## config.mk

```make
export PLATFORM = sky130hd
export DESIGN_NAME = code_lock_ctrl_flat
export DESIGN_NICKNAME = d
export VERILOG_FILES = /design/src/rtl/code_lock_ctrl_if.sv /design/src/rtl/code_lock_ctrl.sv /design/src/flat_wrapper.sv
export SDC_FILE = /design/constraint.sdc
export NUM_CORES = 1
export LEC_CHECK = 0
export CAP_MARGIN = 40
export CORE_AREA = 2 2 76 78
export CTS_CLUSTER_DIAMETER = 80
export DETAILED_ROUTE_END_ITERATION = 10
export DIE_AREA = 0 0 78 80
export PLACE_DENSITY_LB_ADDON = 0.3
export SLEW_MARGIN = 20
export SYNTH_ARGS = -nofsm -noshare
export SYNTH_HDL_FRONTEND = slang
export SYNTH_SLANG_ARGS = --single-unit
```

## constraint.sdc

```tcl
create_clock -name clk -period 5.7 [get_ports clk]
set_input_delay 0.57 -clock clk [delete_from_list [all_inputs] [get_ports clk]]
set_output_delay 0.57 -clock clk [all_outputs]
set_load 0.05 [all_outputs]
```

## src/rtl/code_lock_ctrl_if.sv

```systemverilog
// Keypad-side bundle for the combination-lock controller:
// key strobes and programming request in, lock status out.
interface code_lock_ctrl_if;
  logic       key_valid;
  logic [3:0] key;
  logic       prog;
  logic       unlocked;
  logic       lockout;
  logic       err;
  logic       prog_done;
  logic [1:0] fail_cnt;

  modport master (
    output key_valid, key, prog,
    input  unlocked, lockout, err, prog_done, fail_cnt
  );

  modport slave (
    input  key_valid, key, prog,
    output unlocked, lockout, err, prog_done, fail_cnt
  );
endinterface

```

## src/rtl/code_lock_ctrl.sv

```systemverilog
// Combination-lock controller: serial digit check through one shared
// nibble comparator, failure lockout and in-place code reprogramming.
module comparator_4 (
  input  logic [3:0] i0,
  input  logic [3:0] i1,
  output logic       eq
);
  assign eq = (i0 == i1);
endmodule

module code_lock_ctrl #(
  parameter int                  DIGITS         = 4,
  parameter logic [4*DIGITS-1:0] RESET_CODE     = 16'h1234,
  parameter int                  MAX_FAIL       = 3,
  parameter int                  LOCK_CYCLES    = 1000,
  parameter int                  TIMEOUT_CYCLES = 5000,
  parameter int                  UNLOCK_CYCLES  = 500
) (
  input logic             clk,
  input logic             rst_n,
  code_lock_ctrl_if.slave bus
);
  localparam int IW = (DIGITS > 1) ? $clog2(DIGITS) : 1;
  localparam int TM1 = (LOCK_CYCLES > UNLOCK_CYCLES) ?
                       LOCK_CYCLES : UNLOCK_CYCLES;
  localparam int TMAX = (TM1 > TIMEOUT_CYCLES) ? TM1 : TIMEOUT_CYCLES;
  localparam int TW = $clog2(TMAX + 1);
  localparam int CW = 4 * DIGITS;

  localparam logic [IW-1:0] LAST  = IW'(DIGITS - 1);
  localparam logic [TW-1:0] TO_L  = TW'(TIMEOUT_CYCLES - 1);
  localparam logic [TW-1:0] UNL_L = TW'(UNLOCK_CYCLES - 1);
  localparam logic [TW-1:0] LCK_L = TW'(LOCK_CYCLES - 1);
  localparam logic [2:0]    MAXF  = 3'(MAX_FAIL);

  typedef enum logic [2:0] {
    IDLE, CHECK, ENTRY, OPEN, PROG, LOCKED
  } state_t;

  state_t        state, state_n;
  logic [CW-1:0] code, code_n;
  logic [CW-1:0] shadow, shadow_n;
  logic [3:0]    key_reg, key_n;
  logic [IW-1:0] idx, idx_n;
  logic [TW-1:0] timer, timer_n;
  logic          mismatch, mis_n;
  logic [1:0]    fail, fail_n;
  logic          err_q, err_n;
  logic          done_q, done_n;
  logic          unl_q, lck_q;
  logic [3:0]    digit;
  logic          eq;
  logic [2:0]    fc_inc, fc_sat;

  always_comb begin
    digit = '0;
    for (int i = 0; i < DIGITS; i++)
      if (idx == IW'(i)) digit = code[4*(DIGITS-1-i) +: 4];
  end

  comparator_4 u_cmp (
    .i0 (key_reg),
    .i1 (digit),
    .eq (eq)
  );

  // Saturating increment keeps the count from wrapping past MAX_FAIL
  assign fc_inc = {1'b0, fail} + 3'd1;
  assign fc_sat = (fc_inc > MAXF) ? MAXF : fc_inc;

  always_comb begin
    state_n  = state;
    code_n   = code;
    shadow_n = shadow;
    key_n    = key_reg;
    idx_n    = idx;
    timer_n  = timer;
    mis_n    = mismatch;
    fail_n   = fail;
    err_n    = 1'b0;
    done_n   = 1'b0;
    unique case (state)
      IDLE: begin
        if (bus.key_valid) begin
          key_n   = bus.key;
          idx_n   = '0;
          mis_n   = 1'b0;
          state_n = CHECK;
        end
      end
      CHECK: begin
        mis_n   = mismatch | ~eq;
        timer_n = '0;
        if (idx < LAST) begin
          idx_n   = idx + 1'b1;
          state_n = ENTRY;
        end else if (!mis_n) begin
          fail_n  = '0;
          state_n = OPEN;
        end else begin
          err_n   = 1'b1;
          fail_n  = fc_sat[1:0];
          state_n = (fc_inc >= MAXF) ? LOCKED : IDLE;
        end
      end
      ENTRY: begin
        if (bus.key_valid) begin
          key_n   = bus.key;
          state_n = CHECK;
        end else if (timer >= TO_L) begin
          state_n = IDLE;
        end else begin
          timer_n = timer + 1'b1;
        end
      end
      OPEN: begin
        if (bus.prog) begin
          idx_n   = '0;
          timer_n = '0;
          state_n = PROG;
        end else if (timer >= UNL_L) begin
          state_n = IDLE;
        end else begin
          timer_n = timer + 1'b1;
        end
      end
      PROG: begin
        if (bus.key_valid) begin
          for (int i = 0; i < DIGITS; i++)
            if (idx == IW'(i)) shadow_n[4*(DIGITS-1-i) +: 4] = bus.key;
          timer_n = '0;
          if (idx >= LAST) begin
            code_n  = shadow_n;
            done_n  = 1'b1;
            state_n = IDLE;
          end else begin
            idx_n = idx + 1'b1;
          end
        end else if (timer >= TO_L) begin
          state_n = IDLE;
        end else begin
          timer_n = timer + 1'b1;
        end
      end
      LOCKED: begin
        if (timer >= LCK_L) begin
          fail_n  = '0;
          state_n = IDLE;
        end else begin
          timer_n = timer + 1'b1;
        end
      end
      default: state_n = IDLE;
    endcase
  end

  always_ff @(posedge clk or negedge rst_n) begin
    if (!rst_n) begin
      state    <= IDLE;
      code     <= RESET_CODE;
      shadow   <= '0;
      key_reg  <= '0;
      idx      <= '0;
      timer    <= '0;
      mismatch <= 1'b0;
      fail     <= '0;
      err_q    <= 1'b0;
      done_q   <= 1'b0;
      unl_q    <= 1'b0;
      lck_q    <= 1'b0;
    end else begin
      state    <= state_n;
      code     <= code_n;
      shadow   <= shadow_n;
      key_reg  <= key_n;
      idx      <= idx_n;
      timer    <= timer_n;
      mismatch <= mis_n;
      fail     <= fail_n;
      err_q    <= err_n;
      done_q   <= done_n;
      unl_q    <= (state_n == OPEN);
      lck_q    <= (state_n == LOCKED);
    end
  end

  assign bus.unlocked  = unl_q;
  assign bus.lockout   = lck_q;
  assign bus.err       = err_q;
  assign bus.prog_done = done_q;
  assign bus.fail_cnt  = fail;
endmodule
```

## src/flat_wrapper.sv

```systemverilog
// flat-port wrapper written by rule: the top's interface ports become plain ports
module code_lock_ctrl_flat 
#(
  parameter int                  DIGITS         = 4,
  parameter logic [4*DIGITS-1:0] RESET_CODE     = 16'h1234,
  parameter int                  MAX_FAIL       = 3,
  parameter int                  LOCK_CYCLES    = 1000,
  parameter int                  TIMEOUT_CYCLES = 5000,
  parameter int                  UNLOCK_CYCLES  = 500
)
  (clk, rst_n, bus_key_valid, bus_key, bus_prog, bus_unlocked, bus_lockout, bus_err, bus_prog_done, bus_fail_cnt);
  code_lock_ctrl_if bus_i ();
  input logic clk;
  input logic rst_n;
  input wire logic [$bits(bus_i.key_valid)-1:0] bus_key_valid;
  input wire logic [$bits(bus_i.key)-1:0] bus_key;
  input wire logic [$bits(bus_i.prog)-1:0] bus_prog;
  output wire logic [$bits(bus_i.unlocked)-1:0] bus_unlocked;
  output wire logic [$bits(bus_i.lockout)-1:0] bus_lockout;
  output wire logic [$bits(bus_i.err)-1:0] bus_err;
  output wire logic [$bits(bus_i.prog_done)-1:0] bus_prog_done;
  output wire logic [$bits(bus_i.fail_cnt)-1:0] bus_fail_cnt;
  assign bus_i.key_valid = bus_key_valid;
  assign bus_i.key = bus_key;
  assign bus_i.prog = bus_prog;
  assign bus_unlocked = bus_i.unlocked;
  assign bus_lockout = bus_i.lockout;
  assign bus_err = bus_i.err;
  assign bus_prog_done = bus_i.prog_done;
  assign bus_fail_cnt = bus_i.fail_cnt;
  code_lock_ctrl #(.DIGITS(DIGITS), .RESET_CODE(RESET_CODE), .MAX_FAIL(MAX_FAIL), .LOCK_CYCLES(LOCK_CYCLES), .TIMEOUT_CYCLES(TIMEOUT_CYCLES), .UNLOCK_CYCLES(UNLOCK_CYCLES)) u_core (.clk(clk), .rst_n(rst_n), .bus(bus_i));
endmodule
```

Word-level counts from Yosys, hierarchy flattened
Cells that the tools add are included.
{"block": "word_totals", "register_bits": 61, "input_bits": 8, "output_inout_bits": 6, "wordCells": 105}
{"block": "classes", "add_sub_neg": 3, "magnitude_cmp": 7, "n_eq_ne": 21, "n_mux": 46, "n_bitwise": 2, "n_reduce_logical": 14}
{"op": "2-to-1 mux 13 bit", "count": 6}
{"op": "case mux 13 bit (5 select lines)", "count": 1}
{"op": "2-to-1 mux 3 bit", "count": 11}
{"op": "2-to-1 mux 4 bit", "count": 8}
{"op": "2-to-1 mux 2 bit", "count": 9}
{"op": "case mux 3 bit (6 select lines)", "count": 1}
{"op": "inequality test 2 bit, second input constant", "count": 7}
{"op": "adder 13 x 1 -> 13 bit, second input constant", "count": 1}
{"op": "greater-or-equal comparator 13 x 10 -> 1 bit, second input constant", "count": 1}
{"op": "greater-or-equal comparator 13 bit, second input constant", "count": 1}
{"op": "greater-or-equal comparator 13 x 9 -> 1 bit, second input constant", "count": 1}
{"op": "equality test 3 x 2 -> 1 bit, second input constant", "count": 3}
{"op": "equality test 3 bit, second input constant", "count": 3}
{"op": "case mux 2 bit (4 select lines)", "count": 1}
{"op": "2-to-1 mux 1 bit", "count": 7}
{"op": "AND reduction 2 bit", "count": 3}
{"op": "AND reduction 3 bit", "count": 2}
{"op": "AND reduction 6 bit", "count": 1}
{"op": "nonzero test 5 bit", "count": 1}
{"op": "equality test 2 bit, second input constant", "count": 2}
{"op": "equality test 4 bit", "count": 1}
{"op": "inequality test 2 x 1 -> 1 bit, second input constant", "count": 2}
{"op": "case mux 2 bit (2 select lines)", "count": 1}
{"op": "AND reduction 4 bit", "count": 1}
{"op": "17 further kinds", "count": 18}

Depth between registers and ports, before layout
Gate-level depths: netlist of run 1.
{"block": "depth", "depth_word": 12, "mapped_depth": 9, "depth_no_buf": 8}

By module
A second synthesis of run 1 with hierarchy kept.
{"block": "unflattened", "hier_cells": 318, "hier_area_um2": 3110.5}
{"mod": "code_lock_ctrl", "n_inst": 1, "cells_each": 313, "area_each_um2": 3062.9, "seq_area_each_um2": 1432.6}
{"mod": "comparator_4", "n_inst": 1, "cells_each": 5, "area_each_um2": 47.5, "seq_area_each_um2": 0.0}

Worst setup path after synthesis of run 1
Ideal clock, no wire load.
{"block": "synth_timing", "path_kind": "flip-flop to flip-flop", "startpoint": "register u_core.idx[0]", "endpoint": "register u_core.state[0]", "setup_ps": 137, "arrival_time_ps": 1871, "required_time_ps": 5563, "slack_ps": 3692, "stages_incl_launch_ff": 10, "n_path_buf": 1, "period_less_slack_ps": 2008, "cell_sequence": "dfrtp_1 inv_1 ha_1 buf_2 nand2_1 o211a_1 or4_1 o211a_1 a21oi_1 o2111ai_1"}
{"block": "synth_via", "elab_chain_len": 11, "elab_cells_between_ends": 18, "classes_between": "order compare: 2; eq/ne: 4; mux: 9; bitwise: 2; reduce/logical: 1"}
{"item": "from (decl)", "line_no": "code_lock_ctrl.sv:44", "source": "logic [IW-1:0] idx, idx_n;"}
{"item": "from (signal assigned)", "line_no": "code_lock_ctrl.sv:176", "source": "idx <= idx_n;"}
{"item": "logical NOT 2 bit", "line_no": "code_lock_ctrl.sv:58", "source": "if (idx == IW'(i)) digit = code[4*(DIGITS-1-i) +: 4];"}
{"item": "2-to-1 mux 4 bit (4 in a row)", "line_no": "code_lock_ctrl.sv:58"}
{"item": "equality test 4 bit", "line_no": "code_lock_ctrl.sv:8", "source": "assign eq = (i0 == i1);"}
{"item": "NOT 1 bit", "line_no": "code_lock_ctrl.sv:92", "source": "mis_n = mismatch | ~eq;"}
{"item": "OR 1 bit", "line_no": "code_lock_ctrl.sv:92"}
{"item": "2-to-1 mux 3 bit", "line_no": "code_lock_ctrl.sv:97", "source": "end else if (!mis_n) begin"}
{"item": "2-to-1 mux 3 bit", "line_no": "code_lock_ctrl.sv:94", "source": "if (idx < LAST) begin"}
{"item": "case mux 3 bit (6 select lines) *", "line_no": "code_lock_ctrl.sv:82", "source": "unique case (state)"}
{"item": "net u_core.state_n[0]", "line_no": "code_lock_ctrl.sv:40", "source": "state_t state, state_n;"}
{"item": "to (signal assigned)", "line_no": "code_lock_ctrl.sv:172", "source": "state <= state_n;"}
{"item": "to (decl)", "line_no": "code_lock_ctrl.sv:40"}
Mark *: on every way through the listed nets, which the timed path passes. The rest lies on a longest branch.
A chain may end at the register's enable or synchronous reset.

Worst setup path after layout of run 1
{"block": "layout_timing", "startpoint": "register u_core.idx[0]", "endpoint": "register u_core.fail[1], in the netlist u_core.bus.fail_cnt[1]"}
{"block": "layout_via", "elab_chain_len": 11, "elab_cells_between_ends": 17, "classes_between": "order compare: 1; eq/ne: 5; mux: 7; bitwise: 2; reduce/logical: 2"}
{"item": "logical NOT 2 bit", "line_no": "code_lock_ctrl.sv:58"}
{"item": "2-to-1 mux 4 bit (4 in a row)", "line_no": "code_lock_ctrl.sv:58"}
{"item": "equality test 4 bit", "line_no": "code_lock_ctrl.sv:8"}
{"item": "NOT 1 bit", "line_no": "code_lock_ctrl.sv:92"}
{"item": "OR 1 bit", "line_no": "code_lock_ctrl.sv:92"}
{"item": "2-to-1 mux 2 bit", "line_no": "code_lock_ctrl.sv:97"}
{"item": "2-to-1 mux 2 bit", "line_no": "code_lock_ctrl.sv:94"}
{"item": "case mux 2 bit (2 select lines)", "line_no": "code_lock_ctrl.sv:82"}
{"item": "to (signal assigned)", "line_no": "code_lock_ctrl.sv:179", "source": "fail <= fail_n;"}
{"item": "to (decl)", "line_no": "code_lock_ctrl.sv:47", "source": "logic [1:0] fail, fail_n;"}
Parallel ways exist; a longest one is shown, timed or not. The select of a mux whose other input is x is not followed.

==> impl.org, run 1 <==
** Yosys
- Number of synthesized flops with an enable pin :: 0
- Most common flop cell mapped by yosys :: dfrtp_1
- Warning count from the yosys run :: 0
- Counting every instance in the synthesized netlist gives 322.
- Netlist Area Pre-Place :: 0.00316 mm^2
- Mean Syn Cell Area :: 9.83 um^2
- Netlist cell types :: 63
- Sequential area share after synthesis :: 45.3%
- Post-synthesis sequential element count :: 57
- The number of nets handed over by synthesis was 335.
- After synthesis, the share of flip-flops with an asynchronous set or reset is 100%.

** Cells and area
- Compared with the post-synthesis result, the final layout area differs by 10.6%.
- In the final design database the tool counted 348 nets.
- The finished cells cover 0.00350 mm^2.
- Number of fillers in the final layout :: 440
- Final standard cell count with taps included and fillers excluded :: 412
- The sequential cells in the finished layout cover a total of 0.00143 mm^2.
- The post-route netlist has 16.8% of its cells at a drive strength greater than 1.
- The register with the most flip-flops in the layout has 16 of them.
- Largest regs :: u_core.code: 16 flops, u_core.timer: 13 flops, u_core.shadow: 12 flops
- Multi-input gate area in the final layout :: 0.00160 mm^2
- Biggest register :: u_core.code
- Post-layout utilization of the core :: 64.8%
- Antenna fix cells :: 0

** Critical path
- Largest fanout on the critical path :: 8
- Bufs and invs on worst path :: 1
- Data on the critical path is required at its endpoint by 5.90 ns.
- The worst setup path is launched from a flop.
- Kind of end point of the critical path :: flop
- The critical path is of the reg2reg type.
- Grouping stages by cell kind, the critical path spends the most delay in compound AO/OA/AOI/OAI gates.
- Critical path cell sequence :: inv_1 > ha_1 > nor2_1 > o211ai_1 > a211oi_1 > o211ai_1 > o211ai_1 > o211ai_1
- For this run, the slowest stage of the critical path takes 0.42 ns.
- Worst Path Arrival :: 2.62 ns
- Most common cell on crit path :: o211ai_1
- Cell at the slowest stage of the critical path :: dfrtp_1

** Clocking
- No sink is reached through more buffers than the 2 on the longest clock path.
- Number of instances resized during post-cts repair :: 0
- Once the clock tree was built, the setup fixing pass inserted 0 buffers.
- Buffers inserted during clock tree synthesis total 9.
- Clock-pin slew on the worst setup and hold paths :: 0.07 ns
- TritonCTS sink count :: 57
- Clock latency on the worst-skew pair, taken at its later pin, is 0.34 ns.
- TritonCTS clock tree :: built
- In this run, post-CTS hold repair placed 0 buffers.
- H-tree lvl count :: 3
- The cell sitting at the root of the clock tree is a clkbuf_8.

** Routing
- Routed wire length per instance :: 15.8 um
- The detail route stage leaves a number of antenna-violating nets equal to 0.
- DRC violations left :: 0
- Pre-Repair DR Iteration Count :: 4
- Vias post-DR :: 2441
- Final Routed Wirelength :: 6530 um
- Via count normalized by instance count :: 5.92
- Number of DRC markers after the initial detailed-route iteration :: 224

** Power and ir drop
- After layout, the design draws a total of 1.47 mW.
- The worst-case IR drop observed on VDD is 0.000203 V.
- Lkg Pwr :: 1.50 nW
- For this design the ratio of total power to cell area is 420 mW/mm^2.

** GRT
- Entering global routing, the biggest net connects 58 pins.
- The number of global-route vias before repair is 2404.
- The initial antenna violation count came to 0.
- Global routing finished with a remaining overflow of 0.
- In the global route stage, overall resource usage came out at 24.6%.
- Wire length of the first global-routing pass :: 11900 um

** Floorplanning
- The initialized floorplan defines 27 standard-cell rows.
- The total area inside the core boundary comes to 0.00541 mm^2.
- The die is 80 um tall.
- The initial utilization of the core area, before any placement, comes to 58.5%.
- I/O pin cnt :: 14
- In this run the horizontal extent of the chip is 78 um.
- Die footprint :: 0.00624 mm^2

** Place
- Summed over all nets, the half-perimeter wirelength after detailed placement is 4370 um.
- Final weighted congestion in routability-driven placement :: 0.867
- In this run the cell area measured after placement is 0.00331 mm^2.
- The count of buffers added on input and output ports is 13.
- Number of cells after detailed placement :: 396
- Before CTS, the worst setup slack after placement is 3.18 ns.

** Timing
- On the final layout, the worst clock skew is 0.0135 ns.
- Least setup slack across all paths after layout :: 3.28 ns
- Final max-slew violation count :: 0
- Summed over all failing endpoints, the final setup total negative slack is 0 ns.
- Crit path time final :: 2.42 ns
- Crit share post-route :: 42.4%
- RSZ-0062 raised after global routing :: false
- Worst Max-Slew Pin Slew :: 0.719 ns
- Measured against its own limit, the worst slew margin works out to 52.1%.
- Static timing analysis puts the maximum clock frequency at 0.414 GHz.
- Setup violations, final :: 0
- Post-Route Hold Slack :: 0.357 ns
- The number of hold violations in the final report is 0.

** Run
- The tool flagged a number of max-cap violations equal to 0.

** Worst hold path
- The tightest min-delay check is of the in2async type.

** Outcome
- The flow ran to the end, and the final reports show no timing, DRC or antenna violations.
[cell usage in the layout, fill, tap and decap left out, drive strengths merged, types with 4 or more instances in the layout]
master,instances
a2bb2oi,4
o211ai,7
nand2b,8
nand2,42
clkdlybuf4s50,12
dfrtp,52
clkbuf,9
o21ai,30
o41ai,4
o211a,4
nor2,33
mux2i,12
ha,5
mux2,16
inv,13
a21oi,17
nand3,7
dfstp,5
[final cells by class]
| class | instances | share of cell area [%] |
|---|---|---|
| clock buffers | 9 | 3.54 |
| flip-flops and latches | 57 | 40.9 |
| inverters | 13 | 1.39 |
| repair buffers | 14 | 3.79 |
| multi-input cells | 240 | 45.7 |
| well taps | 72 | 2.57 |
| clock inverters | 7 | 2.04 |
[cells in the mapped netlist (2+ instances only)]
cell	instances	share of area, %
dfrtp_1	52	41
nand2_1	42	5.0
nor2_1	33	3.9
o21ai_0	20	3.2
a21oi_1	16	2.5
mux2_2	16	5.7
inv_1	12	1.4
mux2i_1	12	3.8
nand2b_1	8	1.6
o21ai_1	8	1.3
nand3_1	7	1.1
buf_2	6	0.95
o211ai_1	6	1.4
dfstp_2	5	4.2
ha_1	5	2.0
o211a_1	4	1.3
a2bb2oi_1	3	0.83
a31oi_1	3	0.59
buf_4	3	0.71
nor3b_1	3	0.71
nor4_1	3	0.59
o22ai_1	3	0.59
o31ai_1	3	0.71
o41ai_1	3	0.83
a211oi_1	2	0.47
a22o_1	2	0.55
nor2b_1	2	0.40
nor3_1	2	0.32
o21ba_2	2	0.63
o22a_1	2	0.55
o31a_2	2	0.63
[per-layer routing]
metal	global-route usage (%)	share of wire [%]	up-vias
li1	-	-	1198
met1	34.4	48	1165
met2	35.9	45	61
met3	6.11	4.4	17
met4	11.8	2.5	0
met5	0	0	-
[cells by family (layout without fill, tap and decap cells)]
logic type	after synthesis	in the layout	synth area share [%]
AOI/OAI and AO/OA	97	97	23.1
adders and majority gates	5	5	1.98
muxes	28	28	9.49
DFF	57	57	45.3
buffers and inverters	25	43	4.11
and+or+nand+nor	109	109	15.7
xor gates and xnor gates	1	1	0.277
[where the power goes]
group | switching (mW) | internal [mW]
logic | 0.285 | 0.232
registers | 0.0811 | 0.498
clock network | 0.174 | 0.201
[worst reg2reg max path, stage by stage, from the launching register on]
cell and delay, ns:
dfrtp_1 0.42, inv_1 0.09, ha_1 0.34, nor2_1 0.31, o211ai_1 0.20, a211oi_1 0.31, o211ai_1 0.17, o211ai_1 0.33
o211ai_1 0.13
[final timing paths]
path,startpoint,end,slack (ns),cells past startpoint
max,u_core.idx[0],u_core.bus.fail_cnt[1],3.28,8
min,rst_n,u_core.shadow[14],0.36,2
max reg2reg,u_core.idx[0],u_core.bus.fail_cnt[1],3.28,8
min reg2reg,u_core.code[3],u_core.code[3],0.48,2
max in group asynchronous,rst_n,u_core.timer[3],4.84,2
min in group clk,u_core.code[3],u_core.code[3],0.48,2
Power figures use the tool's default switching activity.
==> run 2: changes to the inputs <==
--- a/config.mk
+++ b/config.mk
@@ -6,10 +6,10 @@
 export NUM_CORES = 1
 export LEC_CHECK = 0
 export CAP_MARGIN = 40
-export CORE_AREA = 2 2 76 78
+export CORE_AREA = 2 2 80 82
 export CTS_CLUSTER_DIAMETER = 80
 export DETAILED_ROUTE_END_ITERATION = 10
-export DIE_AREA = 0 0 78 80
+export DIE_AREA = 0 0 82 84
 export PLACE_DENSITY_LB_ADDON = 0.3
 export SLEW_MARGIN = 20
 export SYNTH_ARGS = -nofsm -noshare
==> constraint.sdc (replaced) <==
create_clock -name clk -period 2.1 [get_ports clk]
set_input_delay 0.21 -clock clk [delete_from_list [all_inputs] [get_ports clk]]
set_output_delay 0.21 -clock clk [all_outputs]
set_load 0.05 [all_outputs]
==> impl.org, run 2 (same netlist as run 1, synthesis figures left out) <==
** Outcome
- Run status: finished clean (unchanged).

** Cells and area
- The most flop-heavy register was u_core.code (unchanged).
- Most frequent cells in the layout: dfrtp_1 (50), nand2_1 (41), nor2_1 (31) (was dfrtp_1 (52), nand2_1 (42), nor2_1 (33)).
- The proportion of layout cells with a drive suffix above 1 is 30.1% (was 16.8%).
- Most common cell after layout, fill and taps aside :: dfrtp_1 (unchanged)
- Post-layout utilization of the core :: 65.8% (was 64.8%)
- The non-filler instance count after layout came to 442 (was 412).
- The net count reported at finish came to 373 (was 348).
- The flip-flop count of the largest register, all copies and words added was 16 (unchanged).
- Antenna fix cells :: 0 (unchanged)
- Largest regs: u_core.code: 16 flops, u_core.timer: 13 flops, u_core.shadow: 12 flops (unchanged).
- The area growth from synthesis to layout is 26.8% (was 10.6%).

** Clocking
- The CTS root buffer is clkbuf_8 (unchanged).
- The level count of the clock H-tree was 3 (unchanged).
- TritonCTS sink count :: 57 (unchanged)
- Deepest clock path buffer count :: 2 (unchanged)
- The CTS tree is built (unchanged).
- Clock buffers created by TritonCTS :: 9 (unchanged)
- Clock latency of the later-clocked register in the worst-skew pair :: 0.34 ns (about the same)
- The register clock-pin slew on the reported worst setup and hold paths is 0.07 ns (about the same).

** Critical path
- Critical path cell sequence :: inv_2 > ha_4 > nand2_2 > o211a_1 > or4_4 > o211ai_1 > o211ai_1 > buf_4 > nand2_1 (was inv_1 > ha_1 > nor2_1 > o211ai_1 > a211oi_1 > o211ai_1 > o211ai_1 > o211ai_1)
- The category of the worst setup path capture point was a flop (unchanged).
- The type of the worst setup path is reg2reg (unchanged).
- The largest stage delay on the critical path came to 0.46 ns (was 0.42 ns).
- The startpoint class of the critical path was a flop (unchanged).
- The largest fanout of any net on the critical path was 5 (was 8).
- The master of the slowest instance on the critical path is dfrtp_2 (was dfrtp_1).
- Required time of the critical path :: 2.39 ns (was 5.90 ns)
- Most common cell on crit path :: o211ai_1 (unchanged)
- The worst path arrival time was 2.38 ns (was 2.62 ns).

** Timing
- RSZ-0062 raised after global routing: true (was false).
- Worst Max-Slew Pin Slew :: 0.666 ns (was 0.719 ns)
- Crit share post-route :: 99.5% (was 42.4%)
- The remaining max-slew budget at the tightest pin was 55.6% (was 52.1%).
- Final count of hold timing violations :: 0 (unchanged)
- Final setup TNS :: 0 ns (unchanged)
- The clock period minus final worst setup slack came to 2.09 ns (was 2.42 ns).
- Setup Skew :: 0.0116 ns (was 0.0135 ns)
- Final max-slew violation count :: 0 (unchanged)
- Least setup slack across all paths after layout :: 0.0112 ns (was 3.28 ns)
- Highest Clock Rate :: 0.479 GHz (was 0.414 GHz)
- The number of setup violations in the final report came to 0 (unchanged).

** Routing
- The iteration count of the initial detailed-routing pass is 5 (was 4).
- Routed wire length per instance :: 17.1 um (was 15.8 um)
- The antenna violation net count after detailed routing is 0 (unchanged).
- Number of DRC markers after the initial detailed-route iteration :: 165 (was 224)
- The vias per cell came to 6.02 (was 5.92).
- The total vias in the final route was 2659 (was 2441).
- DRC violations left :: 0 (unchanged)
- Final Routed Wirelength :: 7560 um (was 6530 um)

** GRT
- The leftover overflow at the end of global routing came to 0 (unchanged).
- Wire length of the first global-routing pass :: 11800 um (was 11900 um)
- The pin count of the biggest net entering global routing was 30 (was 58).
- Initial antenna violation count :: 0 (unchanged)
- Vias in the first global route :: 2575 (was 2404)
- Overall track demand over capacity in global routing :: 22.5% (was 24.6%)

** Floorplanning
- Die footprint :: 0.00689 mm^2 (was 0.00624 mm^2)
- The placement row count came to 29 (was 27).
- The initial cell density of the core was 51.9% (was 58.5%).
- Die height :: 84 um (was 80 um)
- I/O pin cnt :: 14 (unchanged)
- The area of the placeable core came to 0.00610 mm^2 (was 0.00541 mm^2).
- The die width was 82 um (was 78 um).

** Power and ir drop
- Lkg Pwr :: 1.73 nW (was 1.50 nW)
- Max VDD drop :: 0.000716 V (was 0.000203 V)
- The power density relative to cell area is 1180 mW/mm^2 (was 420 mW/mm^2).
- Total power consumption of the routed design :: 4.71 mW (was 1.47 mW)

** Place
- Count of input and output buffers :: 13 (unchanged)
- HPWL after DPL :: 4930 um (was 4370 um)
- Final weighted congestion in routability-driven placement :: 0.867 (about the same)
- Worst Setup Slack post-DPL :: -0.0671 ns (was 3.18 ns)
- Number of cells after detailed placement :: 419 (was 396)

** Worst hold path
- The classification of the worst-slack hold path was in2async (unchanged).

** Run
- Max-Cap Viols :: 0 (unchanged)
## run 2: cell types whose count changed in the layout (fill, tap and decap cells not counted), sizes merged
| cell | before | now |
|---|---|---|
| buf | 2 | 25 |
| bufinv | 1 | 4 |
| clkbuf | 9 | 10 |
| clkinv | 3 | 2 |
| clkinvlp | 3 | 0 |
| dlygate4sd3 | 0 | 1 |
| o2111ai | 2 | 3 |
## run 2: area by class of cell
cell class,count,area (um^2)
Fill cell,474,2080
Multi-Input combinational cell,241,1830
Sequential cell,57,1440
Timing Repair Buffer,38,348
Clock inverter,6,130
Clock buffer,10,128
Tap cell,77,96.3
Inverter,13,48.8
## run 2: final timing paths
| path | endpoint | cells after the start | slack, ns | from |
|---|---|---|---|---|
| max | u_core.bus.lockout | 9 | 0.01 | u_core.idx[1] |
| min | u_core.mismatch | 2 | 0.43 | rst_n |
| max reg2reg | u_core.bus.lockout | 9 | 0.01 | u_core.idx[1] |
| min reg2reg | u_core.code[2] | 2 | 0.48 | u_core.code[2] |
| max in group asynchronous | u_core.code[9] | 3 | 1.01 | rst_n |
| min in group clk | u_core.code[2] | 2 | 0.48 | u_core.code[2] |
## run 2: worst max-delay path: cells and delay by family (launching register included)
kind                     cells  cell delay [ns]
AO/OA/AOI/OAI                3             0.59
AND/OR/NAND/NOR              3             0.53
flip-flops                   1             0.46
buffers and inverters        2             0.29
adder cells (fa/ha/maj)      1             0.17
## run 2: repair_timing
item                                   CTS  global route
buffers inserted                         1             4
setup endpoints to repair                6            19
gates cloned                             0             1
pin swaps                                2            13
endpoints found under the hold margin   24             0
resized for setup                        9            37
hold buffers                             1             0
## run 2: metrics by stage
| step | instance area [um^2] | hold slack, ns |
|---|---|---|
| 4_1_cts | 3780 | 0.439 |
| 3_5_place_dp | 3470 | 0.277 |
| 6_report | 4010 | 0.430 |
| 2_1_floorplan | 3160 | -0.0856 |
| 5_1_grt | 4010 | 0.502 |
| 3_3_place_gp | 3470 | 0.279 |
## run 2: report_power, final
part | internal (mW) | switching, mW | total, mW
clock network | 0.904 | 0.443 | 1.35
registers | 1.36 | 0.211 | 1.57
logic | 0.831 | 0.969 | 1.80
total | 3.09 | 1.62 | 4.71
## run 2: metal layers
| metal | GRT usage, % | wire, um |
|---|---|---|
| met5 | 0 | 0 |
| met4 | 11.2 | 114 |
| met3 | 5.84 | 325 |
| met2 | 36.3 | 3850 |
| met1 | 27.5 | 3280 |
